--- config.mk ---
export PLATFORM = sky130hd
export DESIGN_NAME = instr_fetch_queue
export DESIGN_NICKNAME = d
export VERILOG_FILES = /design/src/rtl/proc_defs.sv /design/src/rtl/instr_fetch_queue_fetch_fifo.sv /design/src/rtl/instr_fetch_queue.sv
export SDC_FILE = /design/constraint.sdc
export NUM_CORES = 1
export LEC_CHECK = 0
export BUFFER_PORTS_ARGS = -buffer_cell sky130_fd_sc_hd__clkbuf_2
export CAP_MARGIN = 30
export CORE_ASPECT_RATIO = 0.75
export CORE_MARGIN = 1
export CORE_UTILIZATION = 52
export CTS_BUF_LIST = sky130_fd_sc_hd__clkbuf_16
export DETAILED_ROUTE_END_ITERATION = 10
export PLACE_DENSITY_LB_ADDON = 0.12
export SYNTH_ARGS = -nofsm -noshare
export SYNTH_HDL_FRONTEND = slang
export SYNTH_SLANG_ARGS = --single-unit
--- constraint.sdc ---
create_clock -name clk -period 3.1 [get_ports clk]
set_input_delay 0 -clock clk [delete_from_list [all_inputs] [get_ports clk]]
set_output_delay 0 -clock clk [all_outputs]
set_load 0.05 [all_outputs]
--- src/rtl/proc_defs.sv ---
// ---------------------------------------------------------------------------
// proc_defs
// Shared definitions for the instruction fetch path of the multi-cycle
// processor: data/address widths, the NOP word, the opcode field values the
// controller decodes, the fetch FSM state encoding and a word-alignment helper.
// ---------------------------------------------------------------------------
package proc_defs;

  localparam int INSTR_W = 32;
  localparam int ADDR_W  = 32;

  localparam logic [INSTR_W-1:0] NOP_WORD = 32'h0000_0000;

  // Opcode field lives in instruction[31:26]
  localparam logic [5:0] OP_MOV = 6'h02;
  localparam logic [5:0] OP_CPY = 6'h03;
  localparam logic [5:0] OP_LDI = 6'h0A;

  typedef enum logic [1:0] {
    FETCH_IDLE = 2'd0,
    FETCH_REQ  = 2'd1,
    FETCH_HALT = 2'd2
  } fetch_state_e;

  // Instruction addresses are word aligned: the two low bits are dropped.
  function automatic logic [ADDR_W-1:0] align_word(input logic [ADDR_W-1:0] addr);
    return {addr[ADDR_W-1:2], 2'b00};
  endfunction

endpackage

--- src/rtl/instr_fetch_queue_fetch_fifo.sv ---
// ---------------------------------------------------------------------------
// fetch_fifo
// DEPTH-entry circular buffer holding fetched words together with the address
// each word came from.
// Ports:
//   clk, reset (async, active low)
//   flush            - empties the buffer; overrides push and pop
//   push, push_data, push_addr - write one word/address pair
//   pop              - drop the head entry (ignored when empty)
//   count            - occupancy 0..DEPTH
//   head_data, head_addr - oldest entry (meaningful only when count != 0)
// ---------------------------------------------------------------------------
module fetch_fifo
  import proc_defs::*;
#(
  parameter int DEPTH = 4
) (
  input  logic                          clk,
  input  logic                          reset,
  input  logic                          flush,
  input  logic                          push,
  input  logic [INSTR_W-1:0]            push_data,
  input  logic [ADDR_W-1:0]             push_addr,
  input  logic                          pop,
  output logic [$clog2(DEPTH):0]        count,
  output logic [INSTR_W-1:0]            head_data,
  output logic [ADDR_W-1:0]             head_addr
);

  localparam int PTR_W = $clog2(DEPTH);
  localparam int CNT_W = PTR_W + 1;
  localparam logic [CNT_W-1:0] FULL_CNT = CNT_W'(DEPTH);

  logic [INSTR_W-1:0] data_r [DEPTH];
  logic [ADDR_W-1:0]  addr_r [DEPTH];
  logic [PTR_W-1:0]   rd_ptr_r;
  logic [PTR_W-1:0]   wr_ptr_r;
  logic [CNT_W-1:0]   count_r;
  logic               pop_ok_s;
  logic               push_ok_s;

  // Qualify requests: flush wins, pops need data, pushes need room unless a pop frees a slot.
  always_comb begin
    pop_ok_s  = 1'b0;
    push_ok_s = 1'b0;
    if (flush) begin
      pop_ok_s  = 1'b0;
      push_ok_s = 1'b0;
    end else begin
      pop_ok_s  = pop && (count_r != {CNT_W{1'b0}});
      push_ok_s = push && ((count_r < FULL_CNT) || pop_ok_s);
    end
  end

  // Pointer and occupancy bookkeeping.
  always_ff @(posedge clk or negedge reset) begin
    if (!reset) begin
      rd_ptr_r <= {PTR_W{1'b0}};
      wr_ptr_r <= {PTR_W{1'b0}};
      count_r  <= {CNT_W{1'b0}};
    end else if (flush) begin
      rd_ptr_r <= {PTR_W{1'b0}};
      wr_ptr_r <= {PTR_W{1'b0}};
      count_r  <= {CNT_W{1'b0}};
    end else begin
      if (push_ok_s) begin
        wr_ptr_r <= wr_ptr_r + PTR_W'(1);
      end
      if (pop_ok_s) begin
        rd_ptr_r <= rd_ptr_r + PTR_W'(1);
      end
      if (push_ok_s && !pop_ok_s) begin
        count_r <= count_r + CNT_W'(1);
      end else if (pop_ok_s && !push_ok_s) begin
        count_r <= count_r - CNT_W'(1);
      end
    end
  end

  // Entry storage; no reset needed because consumers gate the head with count.
  always_ff @(posedge clk) begin
    if (push_ok_s) begin
      data_r[wr_ptr_r] <= push_data;
      addr_r[wr_ptr_r] <= push_addr;
    end
  end

  assign count     = count_r;
  assign head_data = data_r[rd_ptr_r];
  assign head_addr = addr_r[rd_ptr_r];

endmodule

--- src/rtl/instr_fetch_queue.sv ---
// ---------------------------------------------------------------------------
// instr_fetch_queue
// Fetch stage for the multi-cycle processor: issues one word fetch at a time
// to instruction memory, buffers returned words in a prefetch queue and
// presents the oldest word to the controller.
// Ports:
//   clk, reset (async, active low)
//   mem_addr/mem_req/mem_ack/mem_data - single-outstanding memory handshake
//   instruction/instr_valid/fetch_pc  - head of queue and its address
//   instr_take                        - controller consumed the head word
//   redirect/redirect_pc              - flush and restart at a new address
//   sys_dne                           - processor halted, stop fetching
// Build option: define INSTR_BYPASS_EN to forward an acked word straight to
// the outputs in its ack cycle when the queue is empty (zero latency).
// ---------------------------------------------------------------------------
module instr_fetch_queue
  import proc_defs::*;
#(
  parameter int                DEPTH    = 4,
  parameter logic [ADDR_W-1:0] RESET_PC = 32'h0000_0000,
  parameter logic [ADDR_W-1:0] PC_STEP  = 32'h0000_0004
) (
  input  logic               clk,
  input  logic               reset,
  output logic [ADDR_W-1:0]  mem_addr,
  output logic               mem_req,
  input  logic               mem_ack,
  input  logic [INSTR_W-1:0] mem_data,
  output logic [INSTR_W-1:0] instruction,
  output logic               instr_valid,
  input  logic               instr_take,
  input  logic               redirect,
  input  logic [ADDR_W-1:0]  redirect_pc,
  input  logic               sys_dne,
  output logic [ADDR_W-1:0]  fetch_pc
);

  localparam int CNT_W = $clog2(DEPTH) + 1;
  localparam logic [CNT_W-1:0] FULL_CNT = CNT_W'(DEPTH);

  fetch_state_e       state_r;
  fetch_state_e       state_s;
  logic [ADDR_W-1:0]  pc_r;
  logic               discard_r;
  logic               issue_s;
  logic               accept_s;
  logic               bypass_s;
  logic               push_s;
  logic [CNT_W-1:0]   count_s;
  logic [INSTR_W-1:0] head_data_s;
  logic [ADDR_W-1:0]  head_addr_s;

  // An ack is kept only when it answers a live request that no redirect has invalidated.
  assign accept_s = (state_r == FETCH_REQ) && mem_ack && !discard_r && !redirect;

`ifdef INSTR_BYPASS_EN
  assign bypass_s = accept_s && (count_s == {CNT_W{1'b0}});
`else
  assign bypass_s = 1'b0;
`endif

  // A bypassed word that is taken in the same cycle never enters the queue.
  assign push_s = accept_s && !(bypass_s && instr_take);

  fetch_fifo #(
    .DEPTH (DEPTH)
  ) u_fifo (
    .clk       (clk),
    .reset     (reset),
    .flush     (redirect),
    .push      (push_s),
    .push_data (mem_data),
    .push_addr (mem_addr),
    .pop       (instr_take),
    .count     (count_s),
    .head_data (head_data_s),
    .head_addr (head_addr_s)
  );

  // Fetch FSM next state; a redirect seen in IDLE holds there one cycle so the next fetch uses the new pc.
  always_comb begin
    state_s = state_r;
    issue_s = 1'b0;
    case (state_r)
      FETCH_IDLE: begin
        if (redirect) begin
          state_s = FETCH_IDLE;
        end else if (sys_dne) begin
          state_s = FETCH_HALT;
        end else if (count_s < FULL_CNT) begin
          state_s = FETCH_REQ;
          issue_s = 1'b1;
        end else begin
          state_s = FETCH_IDLE;
        end
      end
      FETCH_REQ: begin
        if (mem_ack) begin
          state_s = (sys_dne && !redirect) ? FETCH_HALT : FETCH_IDLE;
        end else begin
          state_s = FETCH_REQ;
        end
      end
      FETCH_HALT: begin
        if (redirect) begin
          state_s = FETCH_IDLE;
        end else begin
          state_s = FETCH_HALT;
        end
      end
      default: begin
        state_s = FETCH_IDLE;
      end
    endcase
  end

  // State, program counter, request handshake and discard tracking.
  always_ff @(posedge clk or negedge reset) begin
    if (!reset) begin
      state_r   <= FETCH_IDLE;
      pc_r      <= RESET_PC;
      mem_addr  <= RESET_PC;
      mem_req   <= 1'b0;
      discard_r <= 1'b0;
    end else begin
      state_r <= state_s;

      if (redirect) begin
        pc_r <= align_word(redirect_pc);
      end else if (accept_s) begin
        pc_r <= pc_r + PC_STEP;
      end

      if (issue_s) begin
        mem_addr <= pc_r;
        mem_req  <= 1'b1;
      end else if ((state_r == FETCH_REQ) && mem_ack) begin
        mem_req <= 1'b0;
      end

      // The ack closes the transaction; a redirect while still waiting marks it stale.
      if ((state_r == FETCH_REQ) && mem_ack) begin
        discard_r <= 1'b0;
      end else if ((state_r == FETCH_REQ) && redirect) begin
        discard_r <= 1'b1;
      end
    end
  end

  // Head-of-queue presentation; fetch_pc shows the next fetch address while empty.
  always_comb begin
    instruction = NOP_WORD;
    instr_valid = 1'b0;
    fetch_pc    = pc_r;
    if (count_s != {CNT_W{1'b0}}) begin
      instruction = head_data_s;
      instr_valid = 1'b1;
      fetch_pc    = head_addr_s;
    end else if (bypass_s) begin
      instruction = mem_data;
      instr_valid = 1'b1;
      fetch_pc    = mem_addr;
    end else begin
      instruction = NOP_WORD;
      instr_valid = 1'b0;
      fetch_pc    = pc_r;
    end
  end

endmodule

==> flow_metrics.env <==
export IMPL_synth_seq_cells=319
export IMPL_grt_max_degree=72
export IMPL_grt_first_pass_wirelength_mm=44.2
export IMPL_outcome="complete, no violations"
export IMPL_die_h_um=139
export IMPL_grt_overflow=0
export IMPL_drcViolationCount=0
export IMPL_grt_pass1_vias=7625
export IMPL_die_area_um2=25800
export IMPL_setup_violations=0
export IMPL_power_density_nw_per_um2=900
export IMPL_hpwlAfterDp_mm=17.4
export IMPL_clk_pin_slew_ns=0.06
export IMPL_ctsResizeCount=0
export IMPL_hold_slack_ns=0.203
export IMPL_core_um2=24300
export IMPL_max_slew_margin_rel=0.457
export IMPL_ys_flop_type="edfxtp_1"
export IMPL_synth_largest_area_cell="edfxtp_1"
export IMPL_maxCapViolations=0
export IMPL_post_route_util=0.667
export IMPL_synth_avg_cell_area_um2=17.6
export IMPL_synthTopCellsByCount="edfxtp_1 (248), dfrtp_1 (71), mux4_2 (62)"
export IMPL_cp_required_ns=3.10
export IMPL_finalCritPeriodShare=0.871
export IMPL_h_tree_depth=1
export IMPL_via_per_inst=5.72
export IMPL_max_clock_path_buffers=3
export IMPL_antennaDiodeCount=0
export IMPL_fin_tns_setup_ns=0
export IMPL_globalplace_congestion=0.787
export IMPL_via_count=7679
export IMPL_yosysTopAreaCellShare=0.569
export IMPL_cts_inserted_buffers=31
export IMPL_rsz0062_at_grt="false"
export IMPL_dpl_worst_slack_ns=0.561
export IMPL_finalHoldViolCount=0
export IMPL_fin_skew_ns=0.0160
export IMPL_worstMarginPinSlew_ns=0.811
export IMPL_antenna_found_initial=0
export IMPL_worst_slack_ns=0.400
export IMPL_clock_sinks=319
export IMPL_finalMaxSlewViolations=0
export IMPL_synth_cells=745
export IMPL_arrival_ns=2.70
export IMPL_drt_pass1_iterations=5
export IMPL_synth_edf_count=248
export IMPL_ant_nets=0
export IMPL_drive_above_1_share=0.357
export IMPL_cts_tree="yes"
export IMPL_rows=49
export IMPL_start_util=0.538
export IMPL_synth_distinct_cells=54
export IMPL_synthToLayoutAreaGrowth_pct=24.0
export IMPL_ir_drop_v=0.000636
export IMPL_async_flop_share=0.223
export IMPL_critPathMaxFanout=35
export IMPL_fmax_ghz=0.370
export IMPL_reg2reg_depth=8
export IMPL_whs_path_depth=2
export IMPL_io_buffers=161
export IMPL_cts_root_buf="clkbuf_16"
export IMPL_final_net_count=1063
export IMPL_endpoint_kind="output pin"
export IMPL_startpoint_type="register"
export IMPL_drt_initial_drc_count=678
export IMPL_finalWirelength_mm=28.3
export IMPL_synth_area_um2=13100
export IMPL_ys_warn_count=0
export IMPL_critPathKind="register to output pin"
export IMPL_synth_most_common_cell="edfxtp_1"
export IMPL_power_leakage_nw=5.86
export IMPL_dieWidth_um=185
export IMPL_grt_use_total=0.227
export IMPL_synth_area_leaders="edfxtp_1 (57%), dfrtp_1 (14%), mux4_2 (11%)"
export IMPL_yosysSeqAreaShare=0.705
export IMPL_io_pins=168
export IMPL_worstReg2RegStart="state_r[1]"
export IMPL_critPathLaunch="u_fifo.rd_ptr_r[0]"
export IMPL_min_from="mem_data[17]"
export IMPL_clock_latency_ns=0.56
export IMPL_wl_per_cell_um=21.1
export IMPL_hp_class="input port to register"
export IMPL_min_period_ns=2.70
what timing repair did:
action,CTS,global route
hold buffers,68,1
buffers inserted,0,0
endpoints found under the hold margin,239,4
per-stage QoR:
step | cell area, µm² | cells | power, mW
2_1_floorplan | 13100 | 748 | 9.44
3_3_place_gp | 14400 | 1215 | 10.6
3_5_place_dp | 14400 | 1215 | 10.7
4_1_cts | 16200 | 1341 | 14.7
5_1_grt | 16200 | 1343 | 15.2
6_report | 16200 | 1343 | 14.6
cells by family after synthesis:
family          synth area share
mux                        0.158
simple gates              0.0742
buf+inv                   0.0180
compound gates            0.0314
other cells             0.000287
fa+ha+maj                0.00631
xor+xnor                 0.00669
flops                      0.705
routing by layer:
metal / global-route usage / part of all wire
met1: 0.344 / 0.44
met5: 0 / 0
met2: 0.346 / 0.47
met3: 0.0403 / 0.067
met4: 0.0535 / 0.020
cell type report:
class | count | area [µm²]
flip-flops and latches | 319 | 9230
fillers | 1706 | 8110
multi-input cells | 374 | 3660
repair buffers | 251 | 1800
clock buffers | 35 | 876
well taps | 331 | 414
clock inverters | 23 | 210
inverters | 10 | 37.5
path summary, 6_finish.rpt:
check | endpoint | slack (ns)
max in group asynchronous | u_fifo.rd_ptr_r[0] | 2.17
min in group asynchronous | mem_addr[6] | 0.33
hold / removal | u_fifo.data_r[3][17] | 0.20
hold reg to reg | mem_req | 0.52
setup reg to reg | u_fifo.count[2] | 0.53
setup / recovery | instruction[27] | 0.40
cell usage in the layout (no fill, tap or decap), types with 3 or more instances in the layout:
| cell | instances |
|---|---|
| edfxtp_1 | 248 |
| nand2b_1 | 3 |
| mux4_2 | 62 |
| nand2_1 | 33 |
| nor3_1 | 5 |
| nor2b_1 | 3 |
| and2_4 | 4 |
| nand4_1 | 14 |
| clkbuf_2 | 160 |
| o31ai_1 | 11 |
| nand3_1 | 12 |
| or3_1 | 3 |
| dfrtp_1 | 69 |
| a21oi_1 | 3 |
| inv_1 | 17 |
| nor2_1 | 25 |
| xor2_1 | 6 |
| or4_1 | 14 |
| bufinv_16 | 4 |
| buf_4 | 11 |
| a31oi_1 | 14 |
| clkbuf_16 | 35 |
| mux2_2 | 58 |
| xnor2_1 | 4 |
| and4_1 | 3 |
| ha_1 | 5 |
| nor4_1 | 3 |
| and2_1 | 35 |
| o21ai_0 | 18 |
| buf_12 | 10 |
| clkinv_1 | 7 |
| dlygate4sd3_1 | 69 |
| conb_1 | 4 |
power breakdown:
group / internal, mW / total [mW] / switching [mW]
registers: 5.16 / 5.64 / 0.482
logic: 1.57 / 5.05 / 3.48
clock network: 2.35 / 3.91 / 1.56
critical path: stages, from the launching register on:
cell	delay [ns]
dfrtp_4	0.63
buf_12	0.33
buf_4	0.23
mux4_2	0.51
and2_1	0.18
clkbuf_2	0.23
state kept, by name (all words and copies together) (netlist names):
register / count
u_fifo.data_r: 128
u_fifo.addr_r: 120
mem_addr: 30
pc_r: 30
u_fifo.count: 3
state_r: 2
u_fifo.rd_ptr_r: 2
u_fifo.wr_ptr_r: 2
discard_r: 1
mem_req: 1
No activity file was read; power rests on OpenSTA's default activity.
